<file path="src/rtl/seg_pkg.sv">
// Shared constants for the 7-segment display back end.
//   CODE_RIGHT/CODE_WRONG/CODE_BLANK : special display codes
//   SEG_PATTERN                      : active-low a..g pattern per 4-bit code (bit 0 = a)
package seg_pkg;

  localparam int unsigned CODE_W = 4;
  localparam int unsigned SEG_W  = 7;

  localparam logic [CODE_W-1:0] CODE_RIGHT = 4'd10;
  localparam logic [CODE_W-1:0] CODE_WRONG = 4'd11;
  localparam logic [CODE_W-1:0] CODE_BLANK = 4'd15;

  // Entry i is the pattern for code i; 12..15 are blank.
  localparam logic [15:0][SEG_W-1:0] SEG_PATTERN = {
    7'h7F, 7'h7F, 7'h7F, 7'h7F,   // 15..12 blank
    7'h06,                        // 11 'E'
    7'h42,                        // 10 'G'
    7'h10, 7'h00, 7'h78, 7'h02,   // 9..6
    7'h12, 7'h19, 7'h30, 7'h24,   // 5..2
    7'h79, 7'h40                  // 1..0
  };

endpackage

</file>
<file path="src/rtl/seg7_decode.sv">
// Combinational 4-bit display code to active-low segment pattern.
//   code      : display code
//   pattern_c : segments a..g, active-low, bit 0 = a
module seg7_decode
  import seg_pkg::*;
(
  input  logic [CODE_W-1:0] code,
  output logic [SEG_W-1:0]  pattern_c
);

  assign pattern_c = SEG_PATTERN[code];

endmodule

</file>
<file path="src/rtl/seg_display_driver.sv">
// 4-digit multiplexed common-anode display driver with a three-entry history
// of non-zero codes and optional blinking of result codes.
//   clk, reset : clock, asynchronous active-high reset
//   value      : display code from the game core, sampled every cycle
//   seg        : registered segments a..g, active-low
//   an         : registered digit enables, active-low, an[0] = rightmost
// Optional feature: define SEG_BLINK_EN to blink RIGHT/WRONG on digit 0.
module seg_display_driver
  import seg_pkg::*;
#(
  parameter int unsigned REFRESH_DIV = 50_000,
  parameter int unsigned GUARD       = 64,
  parameter int unsigned BLINK_DIV   = 12_500_000
) (
  input  logic              clk,
  input  logic              reset,
  input  logic [CODE_W-1:0] value,
  output logic [SEG_W-1:0]  seg,
  output logic [3:0]        an
);

  localparam int unsigned REF_W = (REFRESH_DIV > 1) ? $clog2(REFRESH_DIV) : 1;

  if (GUARD >= REFRESH_DIV) begin : g_bad_guard
    $error("GUARD must be less than REFRESH_DIV");
  end
  if (BLINK_DIV == 0) begin : g_bad_blink
    $error("BLINK_DIV must be non-zero");
  end

  logic [CODE_W-1:0]        value_q;
  logic [2:0][CODE_W-1:0]   hist;
  logic [REF_W-1:0]         refresh_cnt;
  logic [1:0]               digit_idx;
  logic                     change;
  logic                     ref_wrap;
  logic                     in_guard;
  logic                     blink_off;
  logic [CODE_W-1:0]        digit_code;
  logic [SEG_W-1:0]         pattern_c;

  assign change   = (value != value_q);
  assign ref_wrap = (refresh_cnt == REF_W'(REFRESH_DIV - 1));
  assign in_guard = (refresh_cnt < REF_W'(GUARD));

  // Input capture and history shift; a change away from 0 never pushes.
  always_ff @(posedge clk or posedge reset) begin
    if (reset) begin
      value_q <= '0;
      hist    <= {CODE_BLANK, CODE_BLANK, CODE_BLANK};
    end else begin
      value_q <= value;
      if (change && (value_q != '0)) begin
        hist <= {hist[1], hist[0], value_q};
      end
    end
  end

  // Digit scan timing.
  always_ff @(posedge clk or posedge reset) begin
    if (reset) begin
      refresh_cnt <= '0;
      digit_idx   <= '0;
    end else if (ref_wrap) begin
      refresh_cnt <= '0;
      digit_idx   <= digit_idx + 2'd1;
    end else begin
      refresh_cnt <= refresh_cnt + REF_W'(1);
    end
  end

`ifdef SEG_BLINK_EN
  localparam int unsigned BLK_W = (BLINK_DIV > 1) ? $clog2(BLINK_DIV) : 1;

  logic [BLK_W-1:0] blink_cnt;
  logic             blink_phase;

  // Blink timebase; an input change restarts the on-phase and beats a wrap.
  always_ff @(posedge clk or posedge reset) begin
    if (reset) begin
      blink_cnt   <= '0;
      blink_phase <= 1'b0;
    end else if (change) begin
      blink_cnt   <= '0;
      blink_phase <= 1'b0;
    end else if (blink_cnt == BLK_W'(BLINK_DIV - 1)) begin
      blink_cnt   <= '0;
      blink_phase <= ~blink_phase;
    end else begin
      blink_cnt   <= blink_cnt + BLK_W'(1);
    end
  end

  assign blink_off = blink_phase &&
                     ((value_q == CODE_RIGHT) || (value_q == CODE_WRONG));
`else
  assign blink_off = 1'b0;
`endif

  // Code of the digit currently being scanned.
  always_comb begin
    digit_code = CODE_BLANK;
    case (digit_idx)
      2'd0:    digit_code = blink_off ? CODE_BLANK : value_q;
      2'd1:    digit_code = hist[0];
      2'd2:    digit_code = hist[1];
      default: digit_code = hist[2];
    endcase
  end

  seg7_decode u_decode (
    .code      (digit_code),
    .pattern_c (pattern_c)
  );

  // seg and an load from the same scan state, so they always match.
  always_ff @(posedge clk or posedge reset) begin
    if (reset) begin
      seg <= '1;
      an  <= 4'hF;
    end else begin
      seg <= pattern_c;
      an  <= in_guard ? 4'hF : ~(4'b0001 << digit_idx);
    end
  end

endmodule
</file>
<file path="config.mk">
export PLATFORM = sky130hd
export DESIGN_NAME = seg_display_driver
export DESIGN_NICKNAME = d
export VERILOG_FILES = /design/src/rtl/seg_pkg.sv /design/src/rtl/seg7_decode.sv /design/src/rtl/seg_display_driver.sv
export SDC_FILE = /design/constraint.sdc
export NUM_CORES = 1
export LEC_CHECK = 0
export BUFFER_PORTS_ARGS = -buffer_cell sky130_fd_sc_hd__buf_4
export CAP_MARGIN = 20
export CORE_UTILIZATION = 30
export CTS_CLUSTER_DIAMETER = 80
export DETAILED_ROUTE_END_ITERATION = 10
export PLACE_DENSITY = 0.57
export SYNTH_ARGS = -nofsm -noshare
export SYNTH_HDL_FRONTEND = slang
export SYNTH_HIERARCHICAL = 1
export SYNTH_SLANG_ARGS = --single-unit
</file>
<file path="constraint.sdc">
create_clock -name clk -period 5 [get_ports clk]
set_input_delay 0.5 -clock clk [delete_from_list [all_inputs] [get_ports clk]]
set_output_delay 0.5 -clock clk [all_outputs]
set_load 0.03 [all_outputs]
</file>
After elaboration in Yosys (flattened, before gate mapping)
Memories as Yosys holds them, arrays and structs flattened. A register that Yosys moved wholly into a read port is not among the register bits.
Cells that the tools add are included.
{"block": "word_totals", "ff_bits": 38, "mem_bits_ro": 112, "input_bits": 6, "out_inout_bits": 11, "elab_cells": 23, "n_memories": 1}
{"name": "(no name shown)", "words": 16, "width": 7, "read_ports": 1, "rd_ports_with_merged_regs": 1, "write_ports": 0, "line_no": "seg7_decode.sv:11", "source": "assign pattern_c = SEG_PATTERN[code];"}
{"block": "classes", "add_sub_neg": 2, "order_cmp": 1, "n_eq_ne": 4, "shifts": 1, "n_mux": 3, "bitwise_logic": 1, "reduce_logical": 3}
{"cell": "$add A16 B1 Y16 const B", "n": 1}
{"cell": "$eq A16 B16 Y1 const B", "n": 1}
{"cell": "$lt A16 B7 Y1 const B", "n": 1}
{"cell": "$mux W16", "n": 1}
{"cell": "$pmux W4 S3", "n": 1}
{"cell": "$mux W4", "n": 1}
{"cell": "$ne A4 B4 Y1", "n": 1}
{"cell": "$not A4 Y4", "n": 1}
{"cell": "$reduce_bool A4 Y1", "n": 1}
{"cell": "$shl A1 B2 Y4 const A", "n": 1}
{"cell": "$add A2 B1 Y2 const B", "n": 1}
{"cell": "$eq A2 B1 Y1 const B", "n": 1}
{"cell": "$eq A2 B2 Y1 const B", "n": 1}
{"cell": "$logic_not A2 Y1", "n": 1}
{"cell": "$logic_and A1 B1 Y1", "n": 1}

Logic depth before layout (Yosys ltp)
{"block": "depth", "word_depth": 3, "depth_mapped": 8, "depth_no_buf": 8}

By module
Netlist, hierarchy kept.
{"mod": "seg_display_driver", "n_inst": 1, "cells_per_inst": 150, "area_per_inst_um2": 1921.8, "seq_area_each_um2": 1154.9}
{"mod": "seg7_decode", "n_inst": 1, "cells_per_inst": 29, "area_per_inst_um2": 214.0, "seq_area_each_um2": 0.0}

Least setup slack after synthesis
Ideal clock, no wire load.
{"block": "synth_timing", "kind": "reg-to-reg", "from": "reg digit_idx[1]", "to": "reg seg[3]", "setup_ns": 0.079, "t_arrival_ns": 1.766, "required_time_ns": 4.921, "slack_ns": 3.154, "path_stages_with_launch": 8, "path_buffers": 1, "period_less_slack_ns": 1.846, "path_cell_list": "dfrtp_1 ha_1 buf_1 mux2i_1 inv_1 ha_1 nand2b_1 a22o_1"}
{"block": "synth_between", "elab_chain_cells": 2, "word_cells_on_any_way": 4, "cone_classes": "eq/ne: 2; mux: 1; reduce/logical: 1"}
{"element": "start, declared", "line_no": "seg_display_driver.sv:34", "source": "logic [1:0] digit_idx;"}
{"element": "start signal, assigned", "line_no": "seg_display_driver.sv:66", "source": "digit_idx <= digit_idx + 2'd1;"}
{"element": "$eq A2 B2 Y1 (tied with other cells)", "line_no": "seg_display_driver.sv:103", "source": "case (digit_idx)"}
{"element": "$pmux W4 S3 *", "line_no": "seg_display_driver.sv:103"}
{"element": "named net digit_code[1]", "line_no": "seg_display_driver.sv:39", "source": "logic [CODE_W-1:0] digit_code;"}
{"element": "end, declared", "line_no": "seg_display_driver.sv:18", "source": "output logic [SEG_W-1:0] seg,"}
The timed path passes the listed nets; every way through them passes the cells marked *.
A chain may end at the register's enable or synchronous reset.

Final worst setup path
{"block": "layout_timing", "from": "reg refresh_cnt[8]", "to": "reg digit_idx[1]"}
{"block": "layout_between", "elab_chain_cells": 1}
{"element": "start, declared", "line_no": "seg_display_driver.sv:33", "source": "logic [REF_W-1:0] refresh_cnt;"}
{"element": "start signal, assigned", "line_no": "seg_display_driver.sv:68", "source": "refresh_cnt <= refresh_cnt + REF_W'(1);"}
{"element": "$eq A16 B16 Y1", "line_no": "seg_display_driver.sv:43", "source": "assign ref_wrap = (refresh_cnt == REF_W'(REFRESH_DIV - 1));"}
Every way passes these cells.

==> impl_summary.log <==
[metrics] outcome: complete, no violations
[metrics] number of placement rows: 30
[metrics] worst setup path class: flip-flop to flip-flop
[metrics] shortest clock period the worst path allows after layout: 2160 ps
[metrics] Routability Congestion: 0.782
[metrics] vias after detailed routing: 1322
[metrics] origin of the worst min-delay path: value[2]
[metrics] Longest Clk Path Bufs: 2
[metrics] biggest area contributors in the synthesized netlist: sky130_fd_sc_hd__dfstp_2 (28%), sky130_fd_sc_hd__dfrtp_1 (26%), sky130_fd_sc_hd__ha_1 (7.0%), sky130_fd_sc_hd__xnor2_1 (5.7%), sky130_fd_sc_hd__mux2_2 (5.3%)
[metrics] fraction of registers with async set or reset after synthesis: 100%
[metrics] WHS Endpoint: value_q[2]
[metrics] total grt overflow: 0
[metrics] combined global-route utilization of all metal layers: 10.5%
[metrics] count of antenna-violating nets left after detailed routing: 0
[metrics] library cells used by synthesis: 36
[metrics] total number of yosys warnings: 6
[metrics] Clock transition at path regs: 80 ps
[metrics] routed wire length: 3450 um
[metrics] cell with the most instances after synthesis: sky130_fd_sc_hd__dfstp_2
[metrics] post-layout total power: 0.693 mW
[metrics] final routed DRC violation total: 0
[metrics] worst flop-to-flop path startpoint: refresh_cnt[8]
[metrics] post-cts hold buffer count: 0
[metrics] worst clock skew: 2.96 ps
[metrics] number of synthesized flops with an enable pin: 0
[metrics] Iteration-0 DRC Markers: 59
[metrics] number of antenna repair diodes: 0
[metrics] final critical-path share of the clock period: 43.1%
[metrics] Cell Pwr Density: 285 nW/um2
[metrics] path depth of the worst reg2reg path: 4
[metrics] CP endpoint kind: flip-flop
[metrics] highest attainable clock frequency: 0.464 GHz
[metrics] IR drop worst, VDD: 0.0000819 V
[metrics] setup repair after global routing missed its margin: no
[metrics] worst endpoint data arrival time: 2340 ps
[metrics] pre-CTS worst setup slack: 2850 ps
[metrics] hold crit path type: input pin to flip-flop
[metrics] net count after synthesis: 197
[metrics] endpoint of the lowest-slack register-to-register path: digit_idx[1]
[metrics] final number of hold-violating endpoints: 0
[metrics] largest net degree at the start of global routing: 46
[metrics] cell taking the most area after synthesis: sky130_fd_sc_hd__dfstp_2
[metrics] final net count: 217
[metrics] Leak Pwr: 1.06 nW
[metrics] H-tree lvl count: 2
[metrics] die outline area: 7460 um2
[metrics] cell count after synthesis: 179
[metrics] die span in x: 86.4 um
[metrics] setup TNS: 0 ps
[metrics] max_slew headroom: 45.7%
[metrics] number of cells traversed by the worst hold path: 1
[metrics] Num CTS Buffers: 5
[metrics] root cell of the clock tree: sky130_fd_sc_hd__clkbuf_8
[metrics] routed length per instance: 11.6 um
[metrics] hpwl dp: 2360 um
[metrics] WP data required: 5190 ps
[metrics] ratio of routed vias to standard cells: 4.47
[metrics] actual slew at the worst max-slew pin: 792 ps
[metrics] initial antenna violation count: 0
[metrics] minimum setup slack in the final design: 2840 ps
[metrics] synthesized flop and latch total: 45
[metrics] proportion of layout cells with a drive suffix above 1: 30.5%
[metrics] number of detailed-route iterations in the first pass: 5
[metrics] worst-skew pair later-pin latency: 300 ps
[metrics] Die Ht: 86.4 um
[metrics] number of primary I/O pins: 17
[metrics] mean cell area of the mapped netlist: 11.9 um2
[metrics] effective utilization at floorplan: 31.3%
[metrics] maxcap violations: 0
[metrics] number of port buffers: 16
[metrics] maximum fanout along the worst path: 11
[metrics] area of the placeable core: 6830 um2
[metrics] global-route wire length before repair: 6110 um
[metrics] list of most frequent post-synthesis cells: sky130_fd_sc_hd__dfstp_2 (23), sky130_fd_sc_hd__dfrtp_1 (22), sky130_fd_sc_hd__nor2_1 (15)
[metrics] Area growth syn-to-layout: 14.0%
[metrics] setup slack on the worst flop-to-flop path: 2840 ps
[metrics] vias in the first global route: 1303
[metrics] critical path launch point type: flip-flop
[metrics] post-CTS resize count: 0
[metrics] TritonCTS clock tree: yes
[metrics] max-slew violations: 0
[metrics] cell area after synthesis: 2140 um2
[metrics] share of Yosys cell area claimed by the top area cell type: 28.3%
[metrics] clock sink count: 45
[metrics] fraction of the yosys area taken by sequential cells: 54.1%
[metrics] setup fix buffers added after clock tree synthesis: 0
[metrics] Main synth FF type: sky130_fd_sc_hd__dfstp_2
[metrics] final setup violation count: 0
[placed cells by master, fill, tap and decap left out, drive strengths merged, types with 3 or more instances in the layout]
cell and n:
dfrtp 22, o21ai 3, nand3 5, clkinv 3
mux2i 5, nand4 6, nor3 3, mux2 11
nor2 15, clkbuf 6, nor4 3, nand2 12
dfstp 23, a222oi 4, inv 13, or4 4
buf 17, ha 12, xnor2 14, xor2 5
[registers in the layout, indices dropped and copies added (netlist names)]
register and count:
an 4, value_q 4, digit_idx 2, refresh_cnt 16, seg 7, hist 12
[worst max-delay path by stage]
stage	end	slack (ps)	depth (start not counted)	from
final	digit_idx[1]	2840	4	refresh_cnt[8]
after global routing	seg[3]	2620	8	digit_idx[0]
after CTS	digit_idx[1]	2830	4	refresh_cnt[8]
after detailed placement	digit_idx[1]	2850	4	refresh_cnt[8]
after global placement	seg[3]	2870	8	digit_idx[0]
after floorplan	seg[3]	3150	7	digit_idx[1]
[worst max-delay path, stage by stage (launching register included)]
cell,delay [ps]
sky130_fd_sc_hd__dfrtp_1,440
sky130_fd_sc_hd__nand2_1,100
sky130_fd_sc_hd__or4_4,500
sky130_fd_sc_hd__nor4_4,630
sky130_fd_sc_hd__mux2_1,370
[report_power, final]
part / switching [mW] / internal [mW] / total, mW
Sequential: 0.0114 / 0.396 / 0.408
Clock: 0.120 / 0.0969 / 0.217
Combinational: 0.0378 / 0.0309 / 0.0687
[cell families (layout without fill, tap and decap cells)]
family,Yosys count,after routing,share of synthesized area (%)
AOI/OAI and AO/OA,15,15,5.57
xor gates and xnor gates,19,19,7.79
adders and majority gates,12,12,7.03
buffers and inverters,18,39,3.92
DFF,45,45,54.1
muxes,16,16,8.14
and+or+nand+nor,54,54,13.5
[cell type report]
class                      count  area, um2
multi-input combinational    116        897
fill                         704       4400
sequential                    45       1150
clock inverter                 2       10.0
tap                           96        120
clock buffer                   6       72.6
inverter                      14       52.6
timing repair buffer          17        128
[metrics by stage]
stage	std cells	instance area (um2)	util, %	hold slack, ps
final	296	2430	35.6	319
after detailed placement	288	2350	34.4	487
after global placement	288	2350	34.4	483
after floorplan	179	2140	-	459
after CTS	296	2430	35.6	308
after global routing	296	2430	35.6	302
[metal layers]
metal | share of wire (%) | wire (um) | global-route usage (%) | vias up
met2 | 44 | 1520 | 16.0 | 30
li1 | - | - | - | 651
met4 | 1.2 | 41 | 5.00 | 0
met5 | 0 | 0 | 0 | -
met3 | 5.0 | 172 | 2.86 | 4
met1 | 50 | 1720 | 13.9 | 637
Note: power is estimated with default switching activity, not from simulation.
